`src/rtl/trig_cmd_pkg.sv`:
```
// Shared definitions for the multi-channel trigger command engine.
// Holds the opcode byte values, reply codes, the broadcast channel id,
// the per-channel edge/mode types and the parser state encoding.
package trig_cmd_pkg;

  localparam logic [7:0] OP_SET_COARSE  = 8'h01;
  localparam logic [7:0] OP_GET_COARSE  = 8'h02;
  localparam logic [7:0] OP_SET_EDGE    = 8'h03;
  localparam logic [7:0] OP_GET_EDGE    = 8'h04;
  localparam logic [7:0] OP_GET_STATUS  = 8'h05;
  localparam logic [7:0] OP_RESET_COUNT = 8'h06;
  localparam logic [7:0] OP_SET_FINE    = 8'h07;
  localparam logic [7:0] OP_GET_FINE    = 8'h08;
  localparam logic [7:0] OP_SET_MODE    = 8'h09;
  localparam logic [7:0] OP_ARM         = 8'h0A;

  localparam logic [7:0] ACK   = 8'hA5;
  localparam logic [7:0] NAK   = 8'h5A;
  localparam logic [7:0] BCAST = 8'hFF;

  typedef enum logic [1:0] {
    EDGE_NONE    = 2'd0,
    EDGE_RISING  = 2'd1,
    EDGE_FALLING = 2'd2,
    EDGE_BOTH    = 2'd3
  } edge_t;

  typedef enum logic {
    MODE_CONT    = 1'b0,
    MODE_ONESHOT = 1'b1
  } mode_t;

  typedef enum logic [2:0] {
    S_IDLE,
    S_CHAN,
    S_PAYLOAD,
    S_EXEC,
    S_TX
  } state_t;

  // Opcodes form one contiguous range 0x01..0x0A.
  function automatic logic op_known(input logic [7:0] op);
    return (op >= OP_SET_COARSE) && (op <= OP_ARM);
  endfunction

endpackage

```
`src/rtl/trig_ch_regs.sv`:
```
// Per-channel register bank for one trigger delay channel.
// Holds coarse/fine delay, edge select, fire mode, arm flag and a
// saturating trigger counter; generates the one-cycle update strobes.
// Ports:
//   clk, rst_n                 clock, asynchronous active-low reset
//   i_we_coarse/i_we_fine      load coarse/fine delay (strobe follows next cycle with data)
//   i_we_edge/i_we_mode        load edge select / mode from i_byte
//   i_arm                      set armed
//   i_clr_cnt                  clear trigger counter (beats a coincident i_trig)
//   i_coarse/i_fine/i_byte     write data
//   i_trig, i_fire             detected-edge pulse, delayed-output fire pulse
//   o_coarse .. o_cnt          current register values and update strobes
module trig_ch_regs
  import trig_cmd_pkg::*;
#(
  parameter int COARSE_W = 32,
  parameter int FINE_W   = 16,
  parameter int CNT_W    = 16
) (
  input  logic                clk,
  input  logic                rst_n,
  input  logic                i_we_coarse,
  input  logic                i_we_fine,
  input  logic                i_we_edge,
  input  logic                i_we_mode,
  input  logic                i_arm,
  input  logic                i_clr_cnt,
  input  logic [COARSE_W-1:0] i_coarse,
  input  logic [FINE_W-1:0]   i_fine,
  input  logic [7:0]          i_byte,
  input  logic                i_trig,
  input  logic                i_fire,
  output logic [COARSE_W-1:0] o_coarse,
  output logic                o_coarse_upd,
  output logic [FINE_W-1:0]   o_fine,
  output logic                o_fine_upd,
  output logic [1:0]          o_edge,
  output logic                o_mode,
  output logic                o_armed,
  output logic [CNT_W-1:0]    o_cnt
);

  logic [COARSE_W-1:0] r_coarse;
  logic                r_coarse_upd;
  logic [FINE_W-1:0]   r_fine;
  logic                r_fine_upd;
  edge_t               r_edge;
  mode_t               r_mode;
  logic                r_armed;
  logic [CNT_W-1:0]    r_cnt;

  always_ff @(posedge clk or negedge rst_n) begin
    if (!rst_n) begin
      r_coarse     <= '0;
      r_coarse_upd <= 1'b0;
      r_fine       <= '0;
      r_fine_upd   <= 1'b0;
      r_edge       <= EDGE_RISING;
      r_mode       <= MODE_CONT;
      r_armed      <= 1'b1;
      r_cnt        <= '0;
    end else begin
      r_coarse_upd <= i_we_coarse;
      r_fine_upd   <= i_we_fine;
      if (i_we_coarse) r_coarse <= i_coarse;
      if (i_we_fine)   r_fine   <= i_fine;
      // Out-of-range edge codes fall back to the reset default.
      if (i_we_edge)
        r_edge <= (i_byte > 8'd3) ? EDGE_RISING : edge_t'(i_byte[1:0]);
      if (i_we_mode)
        r_mode <= (i_byte == 8'd0) ? MODE_CONT : MODE_ONESHOT;
      // Arming (explicit or by returning to continuous) beats a same-cycle fire.
      if (i_arm || (i_we_mode && (i_byte == 8'd0)))
        r_armed <= 1'b1;
      else if (i_fire && (r_mode == MODE_ONESHOT))
        r_armed <= 1'b0;
      if (i_clr_cnt)
        r_cnt <= '0;
      else if (i_trig && (r_cnt != '1))
        r_cnt <= r_cnt + 1'b1;
    end
  end

  assign o_coarse     = r_coarse;
  assign o_coarse_upd = r_coarse_upd;
  assign o_fine       = r_fine;
  assign o_fine_upd   = r_fine_upd;
  assign o_edge       = r_edge;
  assign o_mode       = r_mode;
  assign o_armed      = r_armed;
  assign o_cnt        = r_cnt;

endmodule

```
`src/rtl/trig_multi_ch_ctrl.sv`:
```
// Byte-stream command engine for N_CH trigger delay channels.
// Parses OPCODE, CHAN, payload (LSB first) from the UART RX side, applies
// writes to the per-channel register banks, and returns ACK/NAK or read
// data on the UART TX side. Partial commands are aborted after
// TIMEOUT_CYC idle cycles between bytes.
// Ports:
//   clk, rst_n          clock, asynchronous active-low reset
//   rx_data, rx_valid   received byte and its one-cycle strobe
//   tx_data, tx_en      transmit byte and its one-cycle strobe
//   tx_ready            UART TX idle
//   trig_pulse          per-channel detected-edge pulse (counter input)
//   fire_pulse          per-channel delayed-output fire pulse
//   coarse_delay/coarse_update, fine_delay_ps/fine_update
//                       per-channel delays with coincident update strobes
//   edge_type           per-channel edge select, 2 bits per channel
//   armed               per-channel arm flag
module trig_multi_ch_ctrl
  import trig_cmd_pkg::*;
#(
  parameter int N_CH        = 4,
  parameter int COARSE_W    = 32,
  parameter int FINE_W      = 16,
  parameter int CNT_W       = 16,
  parameter int TIMEOUT_CYC = 1000000
) (
  input  logic                     clk,
  input  logic                     rst_n,
  input  logic [7:0]               rx_data,
  input  logic                     rx_valid,
  output logic [7:0]               tx_data,
  output logic                     tx_en,
  input  logic                     tx_ready,
  input  logic [N_CH-1:0]          trig_pulse,
  input  logic [N_CH-1:0]          fire_pulse,
  output logic [N_CH*COARSE_W-1:0] coarse_delay,
  output logic [N_CH-1:0]          coarse_update,
  output logic [N_CH*FINE_W-1:0]   fine_delay_ps,
  output logic [N_CH-1:0]          fine_update,
  output logic [N_CH*2-1:0]        edge_type,
  output logic [N_CH-1:0]          armed
);

  localparam int PAY_W  = (COARSE_W > FINE_W) ? COARSE_W : FINE_W;
  localparam int PCNT_W = $clog2(PAY_W/8 + 1);
  localparam int RSP_W  = CNT_W + COARSE_W + FINE_W + 8;
  localparam int RSP_B  = RSP_W / 8;
  localparam int RCNT_W = $clog2(RSP_B + 1);
  localparam int TMR_W  = $clog2(TIMEOUT_CYC + 1);

  function automatic logic [PCNT_W-1:0] pay_len(input logic [7:0] op);
    case (op)
      OP_SET_COARSE: return PCNT_W'(COARSE_W/8);
      OP_SET_FINE:   return PCNT_W'(FINE_W/8);
      OP_SET_EDGE,
      OP_SET_MODE:   return PCNT_W'(1);
      default:       return '0;
    endcase
  endfunction

  state_t              r_state;
  logic [7:0]          r_op;
  logic [7:0]          r_chan;
  logic [PAY_W-1:0]    r_pay;
  logic [PCNT_W-1:0]   r_pay_cnt;
  logic [PCNT_W-1:0]   r_pay_len;
  logic [TMR_W-1:0]    r_tmr;
  logic [RSP_W-1:0]    r_rsp;
  logic [RCNT_W-1:0]   r_rsp_cnt;
  logic                r_tx_wait;
  logic                r_tx_en;
  logic [7:0]          r_tx_data;

  logic                w_exec;
  logic                w_bcast;
  logic                w_valid;
  logic [N_CH-1:0]     w_hit;
  logic [N_CH-1:0]     w_we_coarse;
  logic [N_CH-1:0]     w_we_fine;
  logic [N_CH-1:0]     w_we_edge;
  logic [N_CH-1:0]     w_we_mode;
  logic [N_CH-1:0]     w_arm;
  logic [N_CH-1:0]     w_clr_cnt;
  logic                w_mode [N_CH];
  logic [CNT_W-1:0]    w_cnt  [N_CH];

  logic [COARSE_W-1:0] w_sel_coarse;
  logic [FINE_W-1:0]   w_sel_fine;
  logic [1:0]          w_sel_edge;
  logic                w_sel_mode;
  logic                w_sel_armed;
  logic [CNT_W-1:0]    w_sel_cnt;

  // Command validation: only group commands may address the broadcast id.
  assign w_exec  = (r_state == S_EXEC);
  assign w_bcast = (r_chan == BCAST);
  assign w_valid = (int'(r_chan) < N_CH) ||
                   (w_bcast && ((r_op == OP_RESET_COUNT) || (r_op == OP_ARM) ||
                                (r_op == OP_SET_MODE)));

  always_comb begin
    w_hit       = '0;
    w_we_coarse = '0;
    w_we_fine   = '0;
    w_we_edge   = '0;
    w_we_mode   = '0;
    w_arm       = '0;
    w_clr_cnt   = '0;
    for (int c = 0; c < N_CH; c++) begin
      w_hit[c]       = w_exec && w_valid && (w_bcast || (int'(r_chan) == c));
      w_we_coarse[c] = w_hit[c] && (r_op == OP_SET_COARSE);
      w_we_fine[c]   = w_hit[c] && (r_op == OP_SET_FINE);
      w_we_edge[c]   = w_hit[c] && (r_op == OP_SET_EDGE);
      w_we_mode[c]   = w_hit[c] && (r_op == OP_SET_MODE);
      w_arm[c]       = w_hit[c] && (r_op == OP_ARM);
      w_clr_cnt[c]   = w_hit[c] && (r_op == OP_RESET_COUNT);
    end
  end

  // Read-back mux for the addressed channel, sampled during EXEC.
  always_comb begin
    w_sel_coarse = '0;
    w_sel_fine   = '0;
    w_sel_edge   = '0;
    w_sel_mode   = 1'b0;
    w_sel_armed  = 1'b0;
    w_sel_cnt    = '0;
    for (int c = 0; c < N_CH; c++) begin
      if (int'(r_chan) == c) begin
        w_sel_coarse = coarse_delay[c*COARSE_W +: COARSE_W];
        w_sel_fine   = fine_delay_ps[c*FINE_W +: FINE_W];
        w_sel_edge   = edge_type[c*2 +: 2];
        w_sel_mode   = w_mode[c];
        w_sel_armed  = armed[c];
        w_sel_cnt    = w_cnt[c];
      end
    end
  end

  for (genvar c = 0; c < N_CH; c++) begin : g_ch
    trig_ch_regs #(
      .COARSE_W (COARSE_W),
      .FINE_W   (FINE_W),
      .CNT_W    (CNT_W)
    ) u_regs (
      .clk          (clk),
      .rst_n        (rst_n),
      .i_we_coarse  (w_we_coarse[c]),
      .i_we_fine    (w_we_fine[c]),
      .i_we_edge    (w_we_edge[c]),
      .i_we_mode    (w_we_mode[c]),
      .i_arm        (w_arm[c]),
      .i_clr_cnt    (w_clr_cnt[c]),
      .i_coarse     (r_pay[COARSE_W-1:0]),
      .i_fine       (r_pay[FINE_W-1:0]),
      .i_byte       (r_pay[7:0]),
      .i_trig       (trig_pulse[c]),
      .i_fire       (fire_pulse[c]),
      .o_coarse     (coarse_delay[c*COARSE_W +: COARSE_W]),
      .o_coarse_upd (coarse_update[c]),
      .o_fine       (fine_delay_ps[c*FINE_W +: FINE_W]),
      .o_fine_upd   (fine_update[c]),
      .o_edge       (edge_type[c*2 +: 2]),
      .o_mode       (w_mode[c]),
      .o_armed      (armed[c]),
      .o_cnt        (w_cnt[c])
    );
  end

  always_ff @(posedge clk or negedge rst_n) begin
    if (!rst_n) begin
      r_state   <= S_IDLE;
      r_op      <= '0;
      r_chan    <= '0;
      r_pay     <= '0;
      r_pay_cnt <= '0;
      r_pay_len <= '0;
      r_tmr     <= '0;
      r_rsp     <= '0;
      r_rsp_cnt <= '0;
      r_tx_wait <= 1'b0;
      r_tx_en   <= 1'b0;
      r_tx_data <= '0;
    end else begin
      r_tx_en <= 1'b0;
      // Seeing tx_ready low proves the UART took the last byte.
      if (!tx_ready) r_tx_wait <= 1'b0;

      case (r_state)
        S_IDLE: begin
          if (rx_valid) begin
            r_op  <= rx_data;
            r_tmr <= '0;
            if (op_known(rx_data)) begin
              r_pay_len <= pay_len(rx_data);
              r_state   <= S_CHAN;
            end else begin
              r_rsp     <= RSP_W'(NAK);
              r_rsp_cnt <= RCNT_W'(1);
              r_state   <= S_TX;
            end
          end
        end

        S_CHAN, S_PAYLOAD: begin
          if (rx_valid) begin
            r_tmr <= '0;
            if (r_state == S_CHAN) begin
              r_chan    <= rx_data;
              r_pay     <= '0;
              r_pay_cnt <= '0;
              r_state   <= (r_pay_len == '0) ? S_EXEC : S_PAYLOAD;
            end else begin
              r_pay[{r_pay_cnt, 3'b000} +: 8] <= rx_data;
              r_pay_cnt <= r_pay_cnt + 1'b1;
              if (r_pay_cnt == r_pay_len - 1'b1) r_state <= S_EXEC;
            end
          end else if (r_tmr == TMR_W'(TIMEOUT_CYC - 1)) begin
            r_state <= S_IDLE;
          end else begin
            r_tmr <= r_tmr + 1'b1;
          end
        end

        S_EXEC: begin
          r_state <= S_TX;
          if (!w_valid) begin
            r_rsp     <= RSP_W'(NAK);
            r_rsp_cnt <= RCNT_W'(1);
          end else begin
            case (r_op)
              OP_GET_COARSE: begin
                r_rsp     <= RSP_W'(w_sel_coarse);
                r_rsp_cnt <= RCNT_W'(COARSE_W/8);
              end
              OP_GET_FINE: begin
                r_rsp     <= RSP_W'(w_sel_fine);
                r_rsp_cnt <= RCNT_W'(FINE_W/8);
              end
              OP_GET_EDGE: begin
                r_rsp     <= RSP_W'(w_sel_edge);
                r_rsp_cnt <= RCNT_W'(1);
              end
              OP_GET_STATUS: begin
                r_rsp     <= {4'b0000, w_sel_mode, w_sel_armed, w_sel_edge,
                              w_sel_fine, w_sel_coarse, w_sel_cnt};
                r_rsp_cnt <= RCNT_W'(RSP_B);
              end
              default: begin
                r_rsp     <= RSP_W'(ACK);
                r_rsp_cnt <= RCNT_W'(1);
              end
            endcase
          end
        end

        S_TX: begin
          if (!r_tx_wait && tx_ready) begin
            r_tx_en   <= 1'b1;
            r_tx_data <= r_rsp[7:0];
            r_rsp     <= r_rsp >> 8;
            r_rsp_cnt <= r_rsp_cnt - 1'b1;
            r_tx_wait <= 1'b1;
            if (r_rsp_cnt == RCNT_W'(1)) r_state <= S_IDLE;
          end
        end

        default: r_state <= S_IDLE;
      endcase
    end
  end

  assign tx_en   = r_tx_en;
  assign tx_data = r_tx_data;

endmodule

```
`config.mk`:
```
export PLATFORM = sky130hd
export DESIGN_NAME = trig_multi_ch_ctrl
export DESIGN_NICKNAME = d
export VERILOG_FILES = /design/src/rtl/trig_cmd_pkg.sv /design/src/rtl/trig_ch_regs.sv /design/src/rtl/trig_multi_ch_ctrl.sv
export SDC_FILE = /design/constraint.sdc
export NUM_CORES = 1
export LEC_CHECK = 0
export CAP_MARGIN = 5
export CORE_ASPECT_RATIO = 0.9
export CORE_MARGIN = 5
export CORE_UTILIZATION = 30
export DETAILED_ROUTE_END_ITERATION = 7
export DONT_BUFFER_PORTS = 1
export PLACE_DENSITY = 0.52
export RECOVER_POWER = 100
export SYNTH_ARGS = -nofsm -noshare
export SYNTH_HDL_FRONTEND = slang
export SYNTH_SLANG_ARGS = --single-unit
```
`constraint.sdc`:
```
create_clock -name clk -period 3.9 [get_ports clk]
set_input_delay 0.585 -clock clk [delete_from_list [all_inputs] [get_ports clk]]
set_output_delay 0.585 -clock clk [all_outputs]
set_load 0.03 [all_outputs]
```
== Yosys cells after proc, flatten, opt, wreduce, memory -nomap -nowiden ==
Index checks and enable logic that the tools add are counted.

* Flip-flop bits (word level): 443
* Output and inout bits: 221
* Latch bits: 0
* Memory bits (writable): 0
* Word-level logic and storage cells: 252
* Memories kept: 0
* Input bits: 20
* Memory bits (read-only): 0

* Shift operators: 2
* Bitwise logic cells: 0
* Muxes and demuxes: 77
* Add/sub/neg operators: 9
* Div/mod/pow operators: 0
* Multiply operators: 0
* Reduce and logical (&&, ||, !) cells: 80
* Equality and inequality tests: 36
* Order comparisons: 4

{| class="wikitable"
|+ Operators with widths
! cell !! count
|-
| $pmux W68 S4 || 1
|-
| $mux W16 || 16
|-
| $mux W72 || 3
|-
| $pmux W72 S3 || 1
|-
| $mux W32 || 5
|-
| $mux W68 || 1
|-
| $add A16 B1 Y16 const B || 4
|-
| $ne A16 B16 Y1 const B || 4
|-
| $mux W20 || 3
|-
| $eq A8 B3 Y1 const B || 7
|-
| $logic_and A1 B1 Y1 || 44
|-
| $pmux W20 S2 || 1
|-
| $bwmux W32 || 1
|-
| $eq A8 B2 Y1 const B || 4
|-
| $eq A8 B4 Y1 const B || 4
|-
| $shift A8 B8 Y32 const A || 1
|-
| $shiftx A8 B8 Y32 || 1
|-
| $mux W3 || 9
|-
| $pmux W4 S3 || 2
|-
| $mux W1 || 23
|-
| $add A20 B1 Y20 const B || 1
|-
| $eq A20 B20 Y1 const B || 1
|-
| $reduce_bool A2 Y1 || 9
|-
| $eq A8 B1 Y1 const B || 2
|-
| other kinds (31) || 60
|}

== Depth between registers and ports, before layout ==
Gate-level depths: netlist (run 1).

* Word-level depth: 11
* Depth in mapped cells: 10
* Depth with buffers taken out: 8

== Hierarchy ==
From an unflattened synthesis (run 1), not the netlist that was laid out.

* Cell total of the unflattened synthesis: 1828
* Area, all modules: 21548.2 µm²

{| class="wikitable"
|+ Modules (own cells, without submodules)
! module !! area each (µm²) !! instances !! cells each
|-
| trig_ch_regs || 2925.3 || 4 || 223
|-
| trig_multi_ch_ctrl || 9846.9 || 1 || 936
|}

== Worst setup path before layout (run 1) ==
Ideal clock, no wire load.

* Path type: register -> register
* From: register r_op[5]
* To: register g_ch[0].u_regs.r_fine[6]
* Stages on the path, launching flop included: 11
* Data arrival time: 2.542 ns
* Setup slack: 1.231 ns
* Setup time: 0.128 ns
* Clock period less this slack: 2.669 ns
* Path through: dfrtp_1 -> or4_1 -> clkbuf_1 -> nor2_1 -> a31oi_1 -> or2_1 -> buf_4 -> buf_6 -> nor3_4 -> buf_6 -> mux2_1

* Cells in the longest elaborated chain, start to end: 8
* Elaborated cells between the ends (all ways): 11

{| class="wikitable"
|+ Ends and longest elaborated chain
! element !! line !! source
|-
| start: declaration || trig_multi_ch_ctrl.sv:61 || <nowiki>logic [7:0] r_op;</nowiki>
|-
| start signal: assignment || trig_multi_ch_ctrl.sv:191 || <nowiki>r_op <= rx_data;</nowiki>
|-
| $eq A8 B3 Y1 / $eq A8 B4 Y1 (equally long branches) || trig_multi_ch_ctrl.sv:97 || <nowiki>(w_bcast && ((r_op == OP_RESET_COUNT) || (r_op == OP_ARM) ||</nowiki>
|-
| $logic_or A1 B1 Y1 (2 in a row) || trig_multi_ch_ctrl.sv:97 ||
|-
| $logic_and A1 B1 Y1 || trig_multi_ch_ctrl.sv:97 ||
|-
| $logic_or A1 B1 Y1 || trig_multi_ch_ctrl.sv:96 || <nowiki>assign w_valid = (int'(r_chan) < N_CH) ||</nowiki>
|-
| $logic_and A1 B1 Y1 (2 in a row) || trig_multi_ch_ctrl.sv:109 || <nowiki>w_hit[c] = w_exec && w_valid && (w_bcast || (int'(r_chan) == c));</nowiki>
|-
| $logic_and A1 B1 Y1 * || trig_multi_ch_ctrl.sv:111 || <nowiki>w_we_fine[c] = w_hit[c] && (r_op == OP_SET_FINE);</nowiki>
|-
| end signal: assignment || trig_ch_regs.sv:66 || <nowiki>if (i_we_fine) r_fine <= i_fine;</nowiki>
|-
| end: declaration || trig_ch_regs.sv:45 || <nowiki>logic [FINE_W-1:0] r_fine;</nowiki>
|}

Mark *: on every way between the ends. The rest lies on a longest branch, timed or not.
A chain may end at the register's enable or synchronous reset.

== Worst setup path after layout (run 1) ==
* From: register r_chan[5]
* To: register g_ch[2].u_regs.r_coarse[29]

* Cells in the longest elaborated chain, start to end: 6
* Elaborated cells between the ends (all ways): 9

{| class="wikitable"
|+ Ends and longest elaborated chain
! element !! line !! source
|-
| start: declaration || trig_multi_ch_ctrl.sv:62 || <nowiki>logic [7:0] r_chan;</nowiki>
|-
| start signal: assignment || trig_multi_ch_ctrl.sv:208 || <nowiki>r_chan <= rx_data;</nowiki>
|-
| parallel branches: the longest is 4 deep, another holds $lt A8 B3 Y1 || n/a ||
|-
| $logic_and A1 B1 Y1 * || trig_multi_ch_ctrl.sv:109 ||
|-
| $logic_and A1 B1 Y1 * || trig_multi_ch_ctrl.sv:110 || <nowiki>w_we_coarse[c] = w_hit[c] && (r_op == OP_SET_COARSE);</nowiki>
|-
| end signal: assignment || trig_ch_regs.sv:65 || <nowiki>if (i_we_coarse) r_coarse <= i_coarse;</nowiki>
|-
| end: declaration || trig_ch_regs.sv:43 || <nowiki>logic [COARSE_W-1:0] r_coarse;</nowiki>
|}

Mark *: on every way between the ends.

==> results.toml, run 1 <==
[cts]
cts_resized = 0
cts_tree = "done"
cts_buffers = 50
h-tree-depth = 2
root_buffer = "clkbuf_16"
cts.path.max_buffers = 3
post-cts-setup-buffer-count = 0
path_clk_slew_ns = 0.06
clock_sinks = 439
clock_latency_ns = 0.60

[cells_and_area]
antenna_cells = 0
nets = 1694
ff_latch_area_mm2 = 0.0110
syn_to_final_growth_pct = 11.9
final_layout_size_suffix_gt1_share_pct = 23.2
utilization_pct = 33.9
instances_no_fill = 2627
nFillCells = 6774
multi_input_area_mm2 = 0.00902

[drt]
drtIter0Drc = 1248
firstDrtPassIters = 6
num_vias = 14100
ant_nets = 0
drc = 0
wl_per_cell_um = 25.1
viasPerCell = 5.38
wl_um = 66000

[yosys]
async_flop_share_pct = 100
yosysMostFrequentCell = "dfrtp_1"
synthCells = 1690
synth_fp_nets = 1725
netlist_area_mm2 = 0.0207
ys_ff_latch = 439
synth_top_cell_area_share_pct = 52.1
syn_area_per_cell_um2 = 12.3
synth_area_leaders = "dfrtp_1 52%, mux2_2 11%, mux4_2 7.3%"
synth_edf_count = 0
yosys_warnings = 0
synth.distinct_cells = 71
ys_seq_area_share_pct = 53.1
yosys_most_used_dff = "dfrtp_1"
synth_largest_area_cell = "dfrtp_1"
synth_common_cells = "431 x dfrtp_1, 206 x mux2_2, 140 x nor2_1, 122 x nand2_1, 67 x mux4_2"

[placement]
port_buffers = 0
place_hpwl_um = 45800
place_congestion = 0.829
dp.cells = 2537

[global_routing]
grt_pass1_vias = 14100
antenna_found_initial = 1
grt_pass1_wl_um = 98500
grt_usage_pct = 17.4
grt_start_max_net_pins = 440
grt-ovfl-total = 0

[outcome]
status = "complete, but fails checks"
violations = "hold timing, capacitance limit, slew limit"

[job]
drv_cap = 3

[timing]
tightest_slew_ns = 2.41
hold_viol = 44
slew_violations = 449
setup_tns_ns = 0
finalCritPeriodShare_pct = 89.7
clock.fmax_ghz = 0.286
setup_viol = 0
slew_headroom_pct = -60.5
whs_ns = -0.207
rsz0062_at_grt = "no"
finalClockSkew_ns = 0.0174
fin_crit_ns = 3.50

[setup_path]
crit_fanout = 32
worstSetupPathType = "register to register"
cp.required_ns = 4.37
critPathCaptureType = "register"
arrival_ns = 3.97
cp-start-kind = "register"

[power]
p_per_area_mw_per_mm2 = 570
p_leak_nw = 10.3
ir_worst_vdd_mv = 0.311

[die]
dieArea_mm2 = 0.0744
die_y_um = 259
start_util_pct = 30.3
die_w_um = 287
ioPinCount = 241
core.rowCount = 91
coreArea_mm2 = 0.0684

[worst_hold_path]
hold_path_class = "primary input to async pin"
==> worst max-delay path, cell delays in order (launching register included) <==
cell      delay (ns)
dfrtp_1         0.39
or4_1           0.59
nor3_4          0.26
a31oi_1         0.12
or2_1           0.65
nor3_1          0.33
clkbuf_4        0.55
mux2_2          0.41
==> layout make-up <==
cell class	instances	share of cell area, %
clock buffer	72	6.32
clock inverter	18	0.756
inverter	33	0.535
multi-input combinational	1104	38.9
sequential	439	47.5
tap	930	5.02
timing repair buffer	31	0.923
==> registers in the layout, indices dropped and copies added, names as in the netlist, 8 cells and up <==
signal and flops:
r_rsp 68, r_tmr 20, r_chan 8, g_ch.u_regs.o_coarse 128, r_op 8, g_ch.u_regs.o_edge 8, g_ch.u_regs.o_cnt 64, tx_data 8
g_ch.u_regs.o_fine 64, r_pay 32
==> worst paths after layout <==
| check | to | cells past startpoint | slack, ns | from |
|---|---|---|---|---|
| max in group asynchronous | g_ch[3].u_regs.o_fine[9]$_DFFE_PN0P_ | 0 | 2.32 | rst_n |
| setup / recovery | g_ch[2].u_regs.o_coarse[29]$_DFFE_PN0P_ | 7 | 0.40 | r_chan[5]$_DFFE_PN0P_ |
| setup reg to reg | g_ch[2].u_regs.o_coarse[29]$_DFFE_PN0P_ | 7 | 0.40 | r_chan[5]$_DFFE_PN0P_ |
| hold reg to reg | tx_data[6]$_DFFE_PN0P_ | 2 | 0.48 | r_rsp[6]$_DFFE_PN0P_ |
| min in group clk | r_pay_len[0]$_DFFE_PN0P_ | 1 | 0.10 | rx_data[2] |
| hold / removal | g_ch[1].u_regs.o_fine[1]$_DFFE_PN0P_ | 0 | -0.21 | rst_n |
==> placed cells by master (no fill, tap or decap), types with 32 or more instances in the layout <==
cell type  instances
a22o_1            40
a22oi_1           44
inv_1             33
mux2_2           206
o21ai_0           67
xor2_1            33
nor2_1           140
xnor2_1           43
a21oi_1           32
dfrtp_1          429
mux4_2            67
nand3_1           32
clkbuf_16         51
nand2_1          122
==> routing by layer <==
| layer | up-vias | routed length [um] | global-route usage, % |
|---|---|---|---|
| li1 | 6150 | - | - |
| met1 | 7470 | 28200 | 23.7 |
| met2 | 425 | 30200 | 26.8 |
| met3 | 89 | 5980 | 6.20 |
| met4 | 0 | 1490 | 4.27 |
| met5 | - | 0 | 0 |
==> report_power, final <==
| group | total, W | internal, W | switching, W |
|---|---|---|---|
| clock network | 0.00472 | 0.00275 | 0.00198 |
| registers | 0.00561 | 0.00493 | 0.000681 |
| logic | 0.00287 | 0.00111 | 0.00176 |
| total | 0.0132 | 0.00879 | 0.00441 |
==> through the flow <==
step                setup WS, ns  area, um2  power (W)  hold slack, ns
floorplan                   1.23      20700    0.00761           0.289
global placement           0.560      21600    0.00852           0.368
detailed placement         0.487      21600    0.00857           0.372
CTS                        0.482      23200     0.0133          -0.277
global route               0.150      23200     0.0138          -0.250
finish                     0.400      23200     0.0132          -0.207
==> cell families after synthesis <==
kind of cell             after synthesis  share of synthesized area, %
flip-flops                           439                          53.1
adder cells (fa/ha/maj)               15                         0.906
buffers and inverters                147                          3.28
multiplexers                         295                          19.7
AO/OA/AOI/OAI                        256                          8.72
XOR/XNOR                              76                          3.21
AND/OR/NAND/NOR                      462                          11.1
(Power assumes the default switching activity.)
==> run 2: changes to the inputs <==
--- a/config.mk
+++ b/config.mk
@@ -7,7 +7,6 @@
 export LEC_CHECK = 0
 export CAP_MARGIN = 5
 export CORE_ASPECT_RATIO = 0.9
-export CORE_MARGIN = 5
 export CORE_UTILIZATION = 30
 export DETAILED_ROUTE_END_ITERATION = 7
 export DONT_BUFFER_PORTS = 1
@@ -15,4 +14,5 @@
 export RECOVER_POWER = 100
 export SYNTH_ARGS = -nofsm -noshare
 export SYNTH_HDL_FRONTEND = slang
+export SYNTH_HIERARCHICAL = 1
 export SYNTH_SLANG_ARGS = --single-unit
==> results.toml, run 2 <==
[outcome]
status = "complete, but fails checks"
violations = "hold timing, slew limit"

[cells_and_area]
final_layout_size_suffix_gt1_share_pct = 23.6
nets = 1828
final_cell_mix = "429 x dfrtp_1, 217 x mux2_2, 131 x nand2_1"
final_common_cell = "dfrtp_1"
syn_to_final_growth_pct = 12.7
largest_reg_flops = 128

[die]
coreArea_mm2 = 0.0706
core.rowCount = 92
start_util_pct = 30.5
ioPinCount = 241
die_w_um = 285
die_y_um = 256
dieArea_mm2 = 0.0729

[yosys]
synthCells = 1828
synth.distinct_cells = 78
yosys_most_used_dff = "dfrtp_1"
synth-xor-area-share_pct = 0.348
netlist_area_mm2 = 0.0215
synth_common_cells = "431 x dfrtp_1, 217 x mux2_2, 131 x nand2_1, 96 x nor2_1, 80 x a21oi_1"
ys_ff_latch = 439
syn_area_per_cell_um2 = 11.8
muxShareOfSynthArea_pct = 18.7
async_flop_share_pct = 100
synth_largest_area_cell = "dfrtp_1"
synth_top_cell_area_share_pct = 50.1
synth_area_leaders = "dfrtp_1 50%, mux2_2 11%, mux4_2 6.1%"
ys_seq_area_share_pct = 51.0
yosys_warnings = 6
synth_fp_nets = 1862
yosysMostFrequentCell = "dfrtp_1"
synth_edf_count = 0
synth_top_family_by_area = "multiplexers"
synth-compound-area-share_pct = 11.8
synth-simple-area-share_pct = 14.4
synth_adder_area_share_pct = 0.813

[timing]
fin_crit_ns = 3.57
finalClockSkew_ns = 0.0287
setup_viol = 0
finalCritPeriodShare_pct = 91.4
hold_viol = 265
tightest_slew_ns = 1.76
clock.fmax_ghz = 0.280
slew_headroom_pct = -17.3
whs_ns = -0.293
setup_tns_ns = 0
slew_violations = 169
rsz0062_at_grt = "no"

[setup_path]
crit_fanout = 21
critPathCaptureType = "register"
r2r_cells = 6
r2r_setup_slack_ns = 0.33
worstSetupPathType = "register to register"
cp.required_ns = 4.40
cp-start-kind = "register"
r2r-start = "r_op[5]$_DFFE_PN0P_"
arrival_ns = 4.07
r2r_end = "g_ch[0].u_regs/o_coarse[19]$_DFFE_PN0P_"

[power]
ir_worst_vdd_mv = 0.363
p_leak_nw = 10.4
p_per_area_mw_per_mm2 = 591
power.switching_w = 0.00504
power_frac_comb_pct = 22.4
p_int_w = 0.00932
sequentialPowerShare_pct = 42.2
clkPwrFrac_pct = 35.3
swShare_pct = 35.1

[drt]
wl_um = 71100
num_vias = 15800
firstDrtPassIters = 5
drtIter0Drc = 1421
ant_nets = 0
viasPerCell = 5.70
drc = 0
wl_per_cell_um = 25.6

[cts]
post-cts-setup-buffer-count = 0
cts_tree = "done"
clock_latency_ns = 0.62
cts.path.max_buffers = 3
cts_buffers = 51
path_clk_slew_ns = 0.06
root_buffer = "clkbuf_16"
cts_resized = 0
clock_sinks = 439
h-tree-depth = 2

[global_routing]
grt-ovfl-total = 0
grt_pass1_vias = 16000
antenna_found_initial = 1
grt_pass1_wl_um = 108000
grt_start_max_net_pins = 440
grt_usage_pct = 19.4

[worst_hold_path]
hold_path_class = "primary input to async pin"

[placement]
port_buffers = 0
place_hpwl_um = 49400
place_congestion = 0.851

[job]
drv_cap = 0
## run 2: cell types whose count changed in the layout (fill, tap and decap cells not counted), moves of 26 or more
cell     before  now
a21oi_1      32   80
nor2_1      140   95
xnor2_1      43    2
and3_1       15   44
xor2_1       33    4
o22ai_1       2   29
a221o_1       3   29
## run 2: logic make-up after synthesis
kind of cell / count (synthesis)
multiplexers: 302
buffers and inverters: 151
flip-flops: 439
adder cells (fa/ha/maj): 14
AND/OR/NAND/NOR: 545
AO/OA/AOI/OAI: 370
XOR/XNOR: 7
## run 2: final cells by class
type / count / area (um2)
clock buffers: 70 / 1470
well taps: 940 / 1180
flip-flops and latches: 439 / 11000
inverters: 27 / 101
diodes: 1 / 2.50
repair buffers: 37 / 294
multi-input cells: 1238 / 9940
clock inverters: 26 / 312
fillers: 6956 / 46300
## run 2: worst max-delay path, stage by stage, from the launching register on
cell and delay (ns):
dfrtp_1 0.39, or4_1 0.74, nor3_1 0.44, o21ai_0 0.47
nor2_4 0.29, clkbuf_2 0.68, mux2_2 0.42
## run 2: power groups by stage
stage / logic, W / registers [W] / clock network (W)
floorplan: 0.00258 / 0.00564 / 0
global placement: 0.00317 / 0.00611 / 0
detailed placement: 0.00324 / 0.00613 / 0
CTS: 0.00325 / 0.00605 / 0.00517
global route: 0.00352 / 0.00615 / 0.00535
finish: 0.00322 / 0.00607 / 0.00507
## run 2: per-stage QoR
| step | power, W | util [%] | area [um2] | setup WS, ns | std cells |
|---|---|---|---|---|---|
| floorplan | 0.00822 | - | 21500 | 0.837 | 1828 |
| global placement | 0.00927 | 32.0 | 22600 | 0.838 | 2681 |
| detailed placement | 0.00937 | 32.0 | 22600 | 0.752 | 2681 |
| CTS | 0.0145 | 34.5 | 24400 | 0.745 | 2777 |
| global route | 0.0150 | 34.4 | 24300 | 0.290 | 2778 |
| finish | 0.0144 | 34.4 | 24300 | 0.334 | 2778 |
## run 2: how the worst max path moves through the flow
stage               depth (start not counted)                                      end                  start
floorplan                                  10    g_ch[3].u_regs/o_fine[10]$_DFFE_PN0P_  r_chan[5]$_DFFE_PN0P_
global placement                            7     g_ch[3].u_regs/o_fine[0]$_DFFE_PN0P_  r_chan[5]$_DFFE_PN0P_
detailed placement                          7    g_ch[3].u_regs/o_fine[11]$_DFFE_PN0P_  r_chan[5]$_DFFE_PN0P_
CTS                                         7    g_ch[3].u_regs/o_fine[11]$_DFFE_PN0P_  r_chan[5]$_DFFE_PN0P_
global route                                7     g_ch[3].u_regs/o_fine[1]$_DFFE_PN0P_  r_chan[5]$_DFFE_PN0P_
finish                                      6  g_ch[0].u_regs/o_coarse[19]$_DFFE_PN0P_    r_op[5]$_DFFE_PN0P_
## run 2: metal layers
layer / up-vias / part of all wire (%) / GRT usage (%) / routed length (um)
met5: - / 0 / 0 / 0
met4: 0 / 2.2 / 5.35 / 1560
met3: 86 / 8.2 / 5.47 / 5840
met2: 573 / 46 / 30.5 / 32700
met1: 8300 / 44 / 25.9 / 31000
li1: 6867 / - / - / -
